## config.mk

```make
export PLATFORM = sky130hd
export DESIGN_NAME = rtc_bus_sequencer
export DESIGN_NICKNAME = d
export VERILOG_FILES = /design/src/rtl/rtc_bus_sequencer.sv
export SDC_FILE = /design/constraint.sdc
export NUM_CORES = 1
export LEC_CHECK = 0
export BUFFER_PORTS_ARGS = -buffer_cell sky130_fd_sc_hd__buf_2
export CAP_MARGIN = 25
export CORE_ASPECT_RATIO = 0.5
export CORE_MARGIN = 5
export CORE_UTILIZATION = 58
export DETAILED_ROUTE_END_ITERATION = 16
export PLACE_DENSITY = 0.85
export SLEW_MARGIN = 10
export SYNTH_ARGS = -nofsm -noshare
export SYNTH_HDL_FRONTEND = slang
export SYNTH_SLANG_ARGS = --single-unit
```

## constraint.sdc

```tcl
create_clock -name clk_100MHz -period 4.37 [get_ports clk_100MHz]
set_clock_uncertainty 0.15 [all_clocks]
set_input_delay 1.0925 -clock clk_100MHz [delete_from_list [all_inputs] [get_ports clk_100MHz]]
set_output_delay 1.0925 -clock clk_100MHz [all_outputs]
set_load 0.05 [all_outputs]
```

## src/rtl/rtc_bus_sequencer.sv

```systemverilog
// rtc_bus_sequencer
// -----------------
// Runs single-byte read and write transactions on the RTC's multiplexed
// address/data bus. Two requesters share the bus: the periodic time-read
// engine (read port) and the user configuration path (write port). They are
// arbitrated round-robin. Every strobe pulse and recovery gap is timed in
// clk_100MHz cycles by one 8-bit down-counter.
//
// Parameters
//   PULSE_CYC  strobe low width in cycles (1..255)
//   GAP_CYC    strobe-high hold/recovery after each pulse in cycles (1..255)
//
// Ports
//   clk_100MHz  system clock
//   reset_n     asynchronous active-low reset
//   rd_req      read request level, held until rd_grant
//   rd_addr     RTC register address for the read
//   rd_grant    one-cycle pulse: the read request was latched
//   rd_done     one-cycle pulse: rd_data holds the new byte
//   rd_data     last byte read, held until the next read completes
//   wr_req      write request level, held until wr_grant
//   wr_addr     RTC register address for the write
//   wr_data     byte to write
//   wr_grant    one-cycle pulse: the write request was latched
//   wr_done     one-cycle pulse: the write has finished
//   busy        high whenever a transaction is in flight
//   cs_n        RTC chip select, active low
//   rd_n        RTC read strobe, active low
//   wr_n        RTC write strobe, active low
//   a_d         0 = address phase, 1 = data phase
//   ad_out      AD bus drive value
//   ad_oe       AD bus drive enable (1 = drive)
//   ad_in       AD bus sampled value

module rtc_bus_sequencer #(
    parameter int PULSE_CYC = 10,
    parameter int GAP_CYC   = 4
) (
    input  logic       clk_100MHz,
    input  logic       reset_n,
    input  logic       rd_req,
    input  logic [7:0] rd_addr,
    output logic       rd_grant,
    output logic       rd_done,
    output logic [7:0] rd_data,
    input  logic       wr_req,
    input  logic [7:0] wr_addr,
    input  logic [7:0] wr_data,
    output logic       wr_grant,
    output logic       wr_done,
    output logic       busy,
    output logic       cs_n,
    output logic       rd_n,
    output logic       wr_n,
    output logic       a_d,
    output logic [7:0] ad_out,
    output logic       ad_oe,
    input  logic [7:0] ad_in
);

    localparam logic [7:0] PULSE_LOAD = 8'(PULSE_CYC);
    localparam logic [7:0] GAP_LOAD   = 8'(GAP_CYC);

    typedef enum logic [2:0] {
        IDLE,
        ADDR_PULSE,
        ADDR_HOLD,
        DATA_PULSE,
        DATA_HOLD
    } state_t;

    state_t     state;
    logic [7:0] cnt;
    logic       cur_is_read;
    logic [7:0] cur_data;
    logic [7:0] rd_hold;
    logic       last_was_write;
    logic       take_read;
    logic       accept;
    logic       cnt_last;

    // Round-robin pick: a lone request always wins. On a tie, the port that
    // was not served last wins. The pointer resets to "write served last",
    // so the read engine wins the first tie after reset.
    assign take_read = rd_req && (!wr_req || last_was_write);

    // A held request must not be re-issued in the cycle its done pulse is
    // high, because the requester has not yet seen the completion.
    assign accept = (rd_req || wr_req) && !rd_done && !wr_done;

    // Each timed state ends on the edge where the counter reads 1. A load of
    // N therefore yields exactly N cycles in that state.
    assign cnt_last = (cnt == 8'd1);

    // Single sequencer: state, timing counter and all bus pins are registered
    // together. Each transition sets the pin values for the state being
    // entered, so the pins change on the same edge as the state and never
    // depend combinationally on the request inputs. Reset forces the strobes
    // high and releases the AD bus immediately. It also discards any latched
    // transaction without a done pulse.
    always_ff @(posedge clk_100MHz or negedge reset_n) begin
        if (!reset_n) begin
            state          <= IDLE;
            cnt            <= '0;
            cur_is_read    <= 1'b0;
            cur_data       <= '0;
            rd_hold        <= '0;
            rd_data        <= '0;
            last_was_write <= 1'b1;
            rd_grant       <= 1'b0;
            wr_grant       <= 1'b0;
            rd_done        <= 1'b0;
            wr_done        <= 1'b0;
            busy           <= 1'b0;
            cs_n           <= 1'b1;
            rd_n           <= 1'b1;
            wr_n           <= 1'b1;
            a_d            <= 1'b1;
            ad_out         <= '0;
            ad_oe          <= 1'b0;
        end else begin
            rd_grant <= 1'b0;
            wr_grant <= 1'b0;
            rd_done  <= 1'b0;
            wr_done  <= 1'b0;
            case (state)
                IDLE: begin
                    if (accept) begin
                        cur_is_read    <= take_read;
                        cur_data       <= wr_data;
                        last_was_write <= !take_read;
                        rd_grant       <= take_read;
                        wr_grant       <= !take_read;
                        cnt            <= PULSE_LOAD;
                        busy           <= 1'b1;
                        state          <= ADDR_PULSE;
                        cs_n           <= 1'b0;
                        wr_n           <= 1'b0;
                        a_d            <= 1'b0;
                        ad_oe          <= 1'b1;
                        ad_out         <= take_read ? rd_addr : wr_addr;
                    end
                end
                ADDR_PULSE: begin
                    if (cnt_last) begin
                        state <= ADDR_HOLD;
                        cnt   <= GAP_LOAD;
                        cs_n  <= 1'b1;
                        wr_n  <= 1'b1;
                    end else begin
                        cnt <= cnt - 8'd1;
                    end
                end
                ADDR_HOLD: begin
                    if (cnt_last) begin
                        state <= DATA_PULSE;
                        cnt   <= PULSE_LOAD;
                        cs_n  <= 1'b0;
                        a_d   <= 1'b1;
                        if (cur_is_read) begin
                            rd_n  <= 1'b0;
                            ad_oe <= 1'b0;
                        end else begin
                            wr_n   <= 1'b0;
                            ad_out <= cur_data;
                        end
                    end else begin
                        cnt <= cnt - 8'd1;
                    end
                end
                DATA_PULSE: begin
                    if (cnt_last) begin
                        state <= DATA_HOLD;
                        cnt   <= GAP_LOAD;
                        cs_n  <= 1'b1;
                        rd_n  <= 1'b1;
                        wr_n  <= 1'b1;
                        if (cur_is_read) begin
                            rd_hold <= ad_in;
                        end
                    end else begin
                        cnt <= cnt - 8'd1;
                    end
                end
                DATA_HOLD: begin
                    if (cnt_last) begin
                        state   <= IDLE;
                        cnt     <= '0;
                        busy    <= 1'b0;
                        ad_oe   <= 1'b0;
                        rd_done <= cur_is_read;
                        wr_done <= !cur_is_read;
                        if (cur_is_read) begin
                            rd_data <= rd_hold;
                        end
                    end else begin
                        cnt <= cnt - 8'd1;
                    end
                end
                default: begin
                    state <= IDLE;
                end
            endcase
        end
    end

endmodule
```

# After elaboration in Yosys (flattened, before gate mapping)
# Index checks and enable logic that the tools add are counted.
[op_classes]
n_reduce_logical = 30
addsub = 1
mux = 38
eq_ne = 13
[op_table]
columns = ["cell", "n"]
rows = [
  ["two-way mux 8 bit", 8],
  ["case mux 8 bit (4 select lines)", 1],
  ["two-way mux 1 bit", 16],
  ["case mux 8 bit (2 select lines)", 1],
  ["two-way mux 3 bit", 5],
  ["case mux 3 bit (5 select lines)", 1],
  ["AND reduction 5 bit", 3],
  ["!= test 2 bit, second input constant", 7],
  ["AND reduction 3 bit", 4],
  ["AND reduction 4 bit", 3],
  ["case mux 1 bit (3 select lines)", 3],
  ["equality test 8 x 1 -> 1 bit, second input constant", 1],
  ["subtractor 8 x 1 -> 8 bit, second input constant", 1],
  ["equality test 3 x 2 -> 1 bit, second input constant", 2],
  ["case mux 1 bit (2 select lines)", 3],
  ["nonzero test 2 bit", 3],
  ["nonzero test 3 bit", 2],
  ["zero test 1 bit", 5],
  ["AND reduction 2 bit", 2],
  ["nonzero test 4 bit", 1],
  ["equality test 3 x 1 -> 1 bit, second input constant", 1],
  ["equality test 3 bit, second input constant", 1],
  ["logical AND 1 bit", 3],
  ["zero test 3 bit", 1],
  ["other kinds (3)", 4],
]
[word_totals]
reg_bits = 55
input_bits = 36
word_cells = 100

# Depth between registers and ports, before layout
# Gate-level depths: netlist (run 1).
[logic_depth]
depth_word = 6
depth_mapped = 7
ltp_nobuf = 6

# Worst setup path before layout (run 1)
# Ideal clock, no wire load.
[synth_timing]
path_kind = "input port to flip-flop"
from = "in rd_req"
to = "reg cur_data[2]"
arrival_ps = 2278
path_stages = 5
setup_slack_ps = 1817
required_ps = 4095
cell_sequence = "clkbuf_1 nor2_1 nor4_4 buf_4 mux2_2"
[synth_between]
elab_chain_len = 4
[synth_lines]
columns = ["element", "line_no", "text"]
rows = [
  ["start: declaration", "41", "input logic rd_req,"],
  ["logical OR 1 bit", "89", "assign accept = (rd_req || wr_req) && !rd_done && !wr_done;"],
  ["logical AND 1 bit (2 in series)", "89", ""],
  ["AND reduction 2 bit (no source line)", "--", ""],
  ["end signal: assignment", "130", "cur_data <= wr_data;"],
  ["end: declaration", "75", "logic [7:0] cur_data;"],
]
# No other way between the ends.
# A chain may end at the register's enable or synchronous reset.

# Final worst setup path (run 1)
[layout_timing]
from = "in rd_req"
to = "reg ad_out[3]"
[layout_between]
elab_chain_len = 5
elab_cells_between_ends = 9
[layout_lines]
columns = ["element", "line_no", "text"]
rows = [
  ["logical OR 1 bit", "89", ""],
  ["logical AND 1 bit (2 in series)", "89", ""],
  ["!= test 2 bit (no source line)", "--", ""],
  ["AND reduction 4 bit (no source line)", "--", ""],
  ["end signal: assignment", "141", "ad_out <= take_read ? rd_addr : wr_addr;"],
  ["end signal: assignment", "165", "ad_out <= cur_data;"],
  ["end: declaration", "56", "output logic [7:0] ad_out,"],
]
# Several ways; a longest one is shown, not always the timed one. The select of a mux whose other input is x is not followed.

==> flow_summary_export.csv, run 1 <==
group,metric,value,unit
status,status,"finished, final reports clean",
global_route,first_global_vias,2124,
logic_synthesis,synthCells,240,
final_layout,antenna-diode-count,0,
timing,max-slew-margin-rel,0.427,
logic_synthesis,netlist_top_cells_area,"sky130_fd_sc_hd__dfrtp_1 (46%), sky130_fd_sc_hd__mux2_2 (9.9%), sky130_fd_sc_hd__dfstp_2 (4.8%), sky130_fd_sc_hd__mux2_4 (4.4%), sky130_fd_sc_hd__nor2_1 (3.0%)",
timing,totalNegativeSetupSlack,0,ns
clock_tree,clkLatencyLatePin,0.30,ns
final_layout,drive_gt1_frac,0.404,
worst_hold_path,hold_path_class,"reg -> reg",
die,dieWidth,107,um
setup_path,critical_path.max_fanout,13,
logic_synthesis,synth-seq-cells,55,
power_and_ir_drop,finalPower,1.87,mW
setup_path,rr_endpoint,"ad_out[3]",
drt,detail-route-antenna-nets,0,
place,place_hpwl,4.43,mm
timing,setup_viol,0,
global_route,wire_length_of_the_first_global_routing_pass,10.2,mm
logic_synthesis,synth_enable_flop_cells,0,
final_layout,fin_cells,363,
timing,final_number_of_hold_violating_endpoints,0,
setup_path,last_element_of_the_critical_path,"ad_out[3]",
setup_path,worst_setup_path_start_kind,"primary input",
die,die_area,6290,sq um
setup_path,timing.critical_path.depth,5,
die,start_util,0.611,
setup_path,critPathSlowestCell,"sky130_fd_sc_hd__nor4_4",
final_layout,area_delta_synth_final,14.8,%
timing,finalCritPeriodShare,0.598,
logic_synthesis,synth_top_area_frac,0.456,
logic_synthesis,ys_warn_count,0,
setup_path,timing.critical_path.required,4.42,ns
place,buffer_ports.inserted,61,
global_route,gr-total-overflow,0,
timing,tightest_slew,0.852,ns
place,numPlacedInstances,355,
clock_tree,cts_h_tree_depth,2,
logic_synthesis,synth_cell_types,52,
power_and_ir_drop,static-leakage-power,1.47,nW
clock_tree,clkSinkCount,55,
setup_path,cp.arrival,2.66,ns
global_route,grt_use_total,0.203,
clock_tree,path_clk_slew,0.10,ns
die,core,4490,sq um
place,final_replace_weighted_congestion,0.840,
setup_path,worst-r2r-setup-slack,1.78,ns
setup_path,cp_num_buf_inv,1,
power_and_ir_drop,peakVddDrop,0.297,mV
power_and_ir_drop,total_power_divided_by_cell_area,594,nW/um^2
drt,overall_routed_net_length,6.14,mm
logic_synthesis,synth_seq_area_share,0.504,
clock_tree,post_cts_resize_count,0,
drt,detailedRoute.firstIterationViolations,323,
die,top_level_ports,62,
setup_path,cp_cell_sequence,"buf_2, nor2_1, nor4_4, o22ai_4, mux2_1",
logic_synthesis,post-synth-top-area-cell,"sky130_fd_sc_hd__dfrtp_1",
drt,route.detailed.vias_per_inst,5.87,
logic_synthesis,fraction_of_synthesis_flops_using_an_asynchronous_set_or_reset_pin,1.00,
global_route,antenna_found_initial,0,
clock_tree,cts_hold_buffers,0,
die,die_y,58.6,um
timing,max_freq,0.383,GHz
drt,first_pass_iters,4,
logic_synthesis,netlist_area,2740,sq um
final_layout,num-nets-final,334,
logic_synthesis,syn_nets,278,
clock_tree,cts_setup_buffers,0,
clock_tree,clock_path_buffers,2,
setup_path,crit_type,"in -> reg",
global_route,pin_count_of_the_biggest_net_entering_global_routing,31,
clock_tree,cts-root-buf,"sky130_fd_sc_hd__clkbuf_8",
clock_tree,tritoncts,"done",
run,timing.max_cap.violations,0,
setup_path,cells_on_worst_reg2reg_path,4,
timing,timing.final.max_slew_violations,0,
clock_tree,numCtsBuffers,5,
timing,period_minus_slack,2.61,ns
setup_path,worstSetupEndpointType,"flop",
setup_path,critical-path-top-delay-family,"simple AND/OR/NAND/NOR gates",
setup_path,critical_path.reg2reg.startpoint,"state[1]",
timing,setup_repair_after_global_routing_missed_its_margin,"false",
logic_synthesis,syn_area_per_cell,11.4,sq um
logic_synthesis,postSynth.topFlopCell,"sky130_fd_sc_hd__dfrtp_1",
die,std_cell_rows,17,
setup_path,cp_slowest_stage_delay,0.65,ns
drt,wl_per_cell,16.9,um
drt,vias,2129,
drt,post-route-drc-count,0,
setup_path,worstSetupStartpoint,"rd_req",
final_layout,finalCoreUtilization,0.702,
## flip-flops by register name, indices dropped and copies added (netlist names), 3 cells and up
name,cells
state,3
ad_out,8
rd_data,8
rd_hold,8
cnt,8
cur_data,8
## per-stage QoR
step                      area (sq um)  setup WS (ns)  hold slack [ns]
after floorplan                   2740           1.82            0.327
after global placement            3060           1.50            0.329
after detailed placement          3060           1.44            0.328
after CTS                         3150           1.77            0.343
after global routing              3150           1.66            0.361
final                             3150           1.76            0.343
## layout by cell type, fill, tap and decap left out, types with 8 or more instances in the layout
cell type	synthesis	layout
sky130_fd_sc_hd__inv_1	9	9
sky130_fd_sc_hd__nor2_1	22	22
sky130_fd_sc_hd__buf_2	5	61
sky130_fd_sc_hd__mux2_2	24	24
sky130_fd_sc_hd__o211ai_1	8	8
sky130_fd_sc_hd__dfrtp_1	50	50
sky130_fd_sc_hd__a21oi_1	11	11
sky130_fd_sc_hd__mux2_4	8	8
sky130_fd_sc_hd__a31oi_1	10	10
sky130_fd_sc_hd__o21ai_0	15	15
## how the worst min path moves through the flow
stage | start | end | slack [ns] | cells past startpoint
2_1_floorplan | rd_hold[0] | rd_hold[0] | 0.33 | 1
3_3_place_gp | ad_out[3] | ad_out[3] | 0.33 | 1
3_5_place_dp | a_d | a_d | 0.33 | 2
4_1_cts | a_d | a_d | 0.34 | 2
5_1_grt | wr_n | wr_n | 0.36 | 2
6_report | a_d | a_d | 0.34 | 2
## report_power, final
group	internal, mW	leakage [nW]	switching (mW)
combinational	0.288	0.757	0.452
sequential	0.698	0.674	0.158
clock	0.112	0.0412	0.163
total	1.10	1.47	0.773
## cells by family after synthesis
family | after synthesis | share of synthesized area
compound gates | 65 | 0.160
xor+xnor | 2 | 0.00639
fa+ha+maj | 2 | 0.00912
buf+inv | 22 | 0.0392
flops | 55 | 0.504
mux | 33 | 0.146
simple gates | 61 | 0.135
## synthesized netlist by cell type, types with 4 or more instances
| library cell | number |
|---|---|
| sky130_fd_sc_hd__o21ai_0 | 15 |
| sky130_fd_sc_hd__nor2_1 | 22 |
| sky130_fd_sc_hd__buf_2 | 5 |
| sky130_fd_sc_hd__nand2_1 | 5 |
| sky130_fd_sc_hd__dfrtp_1 | 50 |
| sky130_fd_sc_hd__o211ai_1 | 8 |
| sky130_fd_sc_hd__inv_1 | 9 |
| sky130_fd_sc_hd__nand3_1 | 4 |
| sky130_fd_sc_hd__or4_1 | 4 |
| sky130_fd_sc_hd__mux2_2 | 24 |
| sky130_fd_sc_hd__o31ai_1 | 5 |
| sky130_fd_sc_hd__clkbuf_1 | 4 |
| sky130_fd_sc_hd__a31oi_1 | 10 |
| sky130_fd_sc_hd__a21oi_1 | 11 |
| sky130_fd_sc_hd__mux2_4 | 8 |
| sky130_fd_sc_hd__dfstp_2 | 5 |
## worst register-to-register path: stages, from the launching register on
cell	delay, ns
sky130_fd_sc_hd__dfrtp_1	0.53
sky130_fd_sc_hd__or2_2	0.42
sky130_fd_sc_hd__nor4_4	0.77
sky130_fd_sc_hd__o22ai_4	0.25
sky130_fd_sc_hd__mux2_1	0.37
## area by class of cell
class / count / area, sq um
clock inverter: 2 / 12.5
sequential: 55 / 1380
fill: 329 / 1340
clock buffer: 6 / 72.6
inverter: 9 / 33.8
tap: 66 / 82.6
multi-input combinational: 163 / 1250
timing repair buffer: 62 / 313
## metal layers
metal  vias up  global-route usage  share of wire
met5         -                   0              0
met3         9              0.0635          0.094
met2       100               0.321           0.45
li1        988                   -              -
met4         0              0.0474         0.0099
met1      1032               0.278           0.45
Note: power is estimated with default switching activity, not from simulation.
==> run 2, diff against run 1 <==
--- a/config.mk
+++ b/config.mk
@@ -5,13 +5,14 @@
 export SDC_FILE = /design/constraint.sdc
 export NUM_CORES = 1
 export LEC_CHECK = 0
+export ABC_AREA = 1
 export BUFFER_PORTS_ARGS = -buffer_cell sky130_fd_sc_hd__buf_2
 export CAP_MARGIN = 25
 export CORE_ASPECT_RATIO = 0.5
 export CORE_MARGIN = 5
-export CORE_UTILIZATION = 58
+export CORE_UTILIZATION = 48
 export DETAILED_ROUTE_END_ITERATION = 16
-export PLACE_DENSITY = 0.85
+export PLACE_DENSITY = 0.75
 export SLEW_MARGIN = 10
 export SYNTH_ARGS = -nofsm -noshare
 export SYNTH_HDL_FRONTEND = slang
==> constraint.sdc (replaced) <==
create_clock -name clk_100MHz -period 2.24 [get_ports clk_100MHz]
set_clock_uncertainty 0.15 [all_clocks]
set_input_delay 0.56 -clock clk_100MHz [delete_from_list [all_inputs] [get_ports clk_100MHz]]
set_output_delay 0.56 -clock clk_100MHz [all_outputs]
set_load 0.05 [all_outputs]
==> run 2 against run 1 <==
- worst hold slack lost 0.29 ns
- area after synthesis shrank 3.9%
- wire length shrank 4.1%
- sequential cell count is the same
- register-to-register slack lost 1.3 ns
- global-route usage shrank 3.0 points
- synthesized cell count grew 38%
- clock power grew 120%
- sequential share of layout area shrank 0.14 points
- cell area grew 0.32%
- non-clock buffer count grew 4
- clock-buffer cell count is the same
- largest cell class unchanged
==> flow_summary_export.csv, run 2 <==
group,metric,value,unit
setup_path,critical-path-top-delay-family,"flip-flops",
final_layout,finalCoreUtilization,0.585,
final_layout,num-nets-final,436,
logic_synthesis,post-synth-top-area-cell,"sky130_fd_sc_hd__dfrtp_1",
timing,final_number_of_hold_violating_endpoints,0,
timing,totalNegativeSetupSlack,0,ns
logic_synthesis,yosysMostFrequentCell,"sky130_fd_sc_hd__nand2_1",
place,final_replace_weighted_congestion,0.877,
setup_path,crit_type,"reg -> out",
timing,tightest_slew,0.527,ns
setup_path,worstSetupEndpointType,"primary output",
die,start_util,0.489,
drt,vias,2288,
global_route,first_global_vias,2209,
clock_tree,clkLatencyLatePin,0.31,ns
status,status,"finished, final reports clean",
timing,setup_repair_after_global_routing_missed_its_margin,"false",
clock_tree,cts_hold_buffers,0,
clock_tree,clkSinkCount,55,
die,die_area,7160,sq um
setup_path,cells_on_worst_reg2reg_path,7,
setup_path,cp_num_buf_inv,1,
logic_synthesis,synth_cell_types,30,
power_and_ir_drop,switchingPower,2.17,mW
timing,max-slew-margin-rel,0.649,
clock_tree,cts-root-buf,"sky130_fd_sc_hd__clkbuf_8",
logic_synthesis,synth-seq-cells,55,
drt,route.detailed.vias_per_inst,4.85,
power_and_ir_drop,comb_power_share,0.497,
place,buffer_ports.inserted,61,
logic_synthesis,syn_nets,368,
final_layout,drive_gt1_frac,0.258,
logic_synthesis,syn_area_per_cell,7.99,sq um
power_and_ir_drop,finalPower,4.48,mW
timing,finalCritPeriodShare,0.812,
die,die_y,62.4,um
timing,max_freq,0.550,GHz
logic_synthesis,synth_top_cells_by_count,"sky130_fd_sc_hd__nand2_1 (135), sky130_fd_sc_hd__dfrtp_1 (50), sky130_fd_sc_hd__inv_1 (32)",
setup_path,worst-r2r-setup-slack,0.46,ns
power_and_ir_drop,static-leakage-power,1.79,nW
power_and_ir_drop,total_power_divided_by_cell_area,1420,nW/um^2
logic_synthesis,netlist_top_cells_area,"sky130_fd_sc_hd__dfrtp_1 (47%), sky130_fd_sc_hd__nand2_1 (19%), sky130_fd_sc_hd__dfstp_2 (5.0%), sky130_fd_sc_hd__inv_1 (4.6%), sky130_fd_sc_hd__nor2_1 (3.1%)",
drt,post-route-drc-count,0,
die,top_level_ports,62,
drt,detail-route-antenna-nets,0,
setup_path,cp_cell_sequence,"buf_2",
final_layout,antenna-diode-count,0,
power_and_ir_drop,netSwitchingFraction,0.484,
final_layout,commonest_cells_after_routing_fill_and_taps_aside,"sky130_fd_sc_hd__nand2_1 (135), sky130_fd_sc_hd__buf_2 (61), sky130_fd_sc_hd__dfrtp_1 (50)",
global_route,gr-total-overflow,0,
global_route,grt_use_total,0.173,
setup_path,cp.arrival,1.11,ns
die,core,5400,sq um
timing,timing.final.max_slew_violations,0,
clock_tree,clock_path_buffers,2,
global_route,antenna_found_initial,0,
logic_synthesis,synthCells,330,
clock_tree,post_cts_resize_count,0,
final_layout,n_fill_cell,475,
drt,first_pass_iters,4,
timing,setup_viol,0,
place,place_hpwl,4.56,mm
worst_hold_path,hold_path_class,"in -> async",
logic_synthesis,synth_enable_flop_cells,0,
power_and_ir_drop,power_frac_seq,0.370,
drt,wl_per_cell,12.5,um
drt,detailedRoute.firstIterationViolations,149,
global_route,wire_length_of_the_first_global_routing_pass,10.1,mm
setup_path,critical_path.reg2reg.startpoint,"cnt[1]",
logic_synthesis,synth_seq_area_share,0.524,
clock_tree,cts_setup_buffers,0,
clock_tree,path_clk_slew,0.10,ns
drt,overall_routed_net_length,5.89,mm
setup_path,timing.critical_path.required,1.53,ns
final_layout,mostFrequentLayoutCell,"sky130_fd_sc_hd__nand2_1",
final_layout,area_delta_synth_final,19.8,%
setup_path,rr_endpoint,"rd_hold[4]",
logic_synthesis,netlist_area,2640,sq um
setup_path,cp_slowest_stage_delay,0.54,ns
power_and_ir_drop,power.share.clock,0.133,
setup_path,critical_path.max_fanout,2,
logic_synthesis,fraction_of_synthesis_flops_using_an_asynchronous_set_or_reset_pin,1.00,
clock_tree,numCtsBuffers,5,
power_and_ir_drop,power.internal,2.31,mW
setup_path,critPathSlowestCell,"sky130_fd_sc_hd__dfstp_2",
power_and_ir_drop,peakVddDrop,0.671,mV
clock_tree,cts_h_tree_depth,2,
die,dieWidth,115,um
global_route,pin_count_of_the_biggest_net_entering_global_routing,24,
logic_synthesis,ys_warn_count,0,
run,timing.max_cap.violations,0,
die,std_cell_rows,19,
logic_synthesis,postSynth.topFlopCell,"sky130_fd_sc_hd__dfrtp_1",
setup_path,worst_setup_path_start_kind,"flop",
timing,period_minus_slack,1.82,ns
clock_tree,tritoncts,"done",
logic_synthesis,synth_top_area_frac,0.475,
-- run 2: worst max path at each step --
| stage | startpoint | end | slack, ns | cells past startpoint |
|---|---|---|---|---|
| final | rd_n | rd_n | 0.42 | 1 |
| after global routing | cnt[1] | rd_hold[3] | 0.27 | 7 |
| after CTS | rd_n | rd_n | 0.41 | 1 |
| after detailed placement | wr_req | cnt[4] | 0.46 | 8 |
| after global placement | cnt[1] | rd_hold[1] | 0.50 | 7 |
| after floorplan | rd_done | cur_data[0] | 0.60 | 7 |
-- run 2: layer usage --
| layer | up-vias | share of wire | track usage |
|---|---|---|---|
| li1 | 1173 | - | - |
| met2 | 67 | 0.47 | 0.271 |
| met5 | - | 0 | 0 |
| met3 | 9 | 0.061 | 0.0377 |
| met1 | 1039 | 0.46 | 0.241 |
| met4 | 0 | 0.015 | 0.0556 |
-- run 2: kinds of logic after synthesis --
logic type | after synthesis | share of synthesized area
DFF | 55 | 0.524
buffers and inverters | 47 | 0.0707
AOI/OAI and AO/OA | 46 | 0.0997
and+or+nand+nor | 177 | 0.286
adders and majority gates | 2 | 0.00949
xor gates and xnor gates | 3 | 0.00997
-- run 2: layout make-up --
class	count	area [sq um]	area share
Multi-Input combinational cell	228	1070	0.338
Clock inverter	2	20.0	0.00634
Tap cell	73	91.3	0.0289
Clock buffer	6	82.6	0.0261
Sequential cell	55	1380	0.438
Inverter	42	160	0.0507
Timing Repair Buffer	66	355	0.112
-- run 2: through the flow --
step                hold slack (ns)  cell area (sq um)  setup WS (ns)  std cells
floorplan                     0.114               2640          0.598        330
global placement              0.301               3060          0.497        464
detailed placement            0.303               3060          0.458        464
CTS                          0.0754               3160          0.408        472
global route                 0.0908               3160          0.275        472
finish                       0.0564               3160          0.422        472
-- run 2: power groups by stage --
stage | clock (mW) | combinational (mW) | sequential [mW]
2_1_floorplan | 0 | 1.21 | 2.15
3_3_place_gp | 0 | 2.18 | 1.65
3_5_place_dp | 0 | 2.23 | 1.67
4_1_cts | 0.613 | 2.24 | 1.66
5_1_grt | 0.663 | 2.49 | 1.71
6_report | 0.596 | 2.23 | 1.66
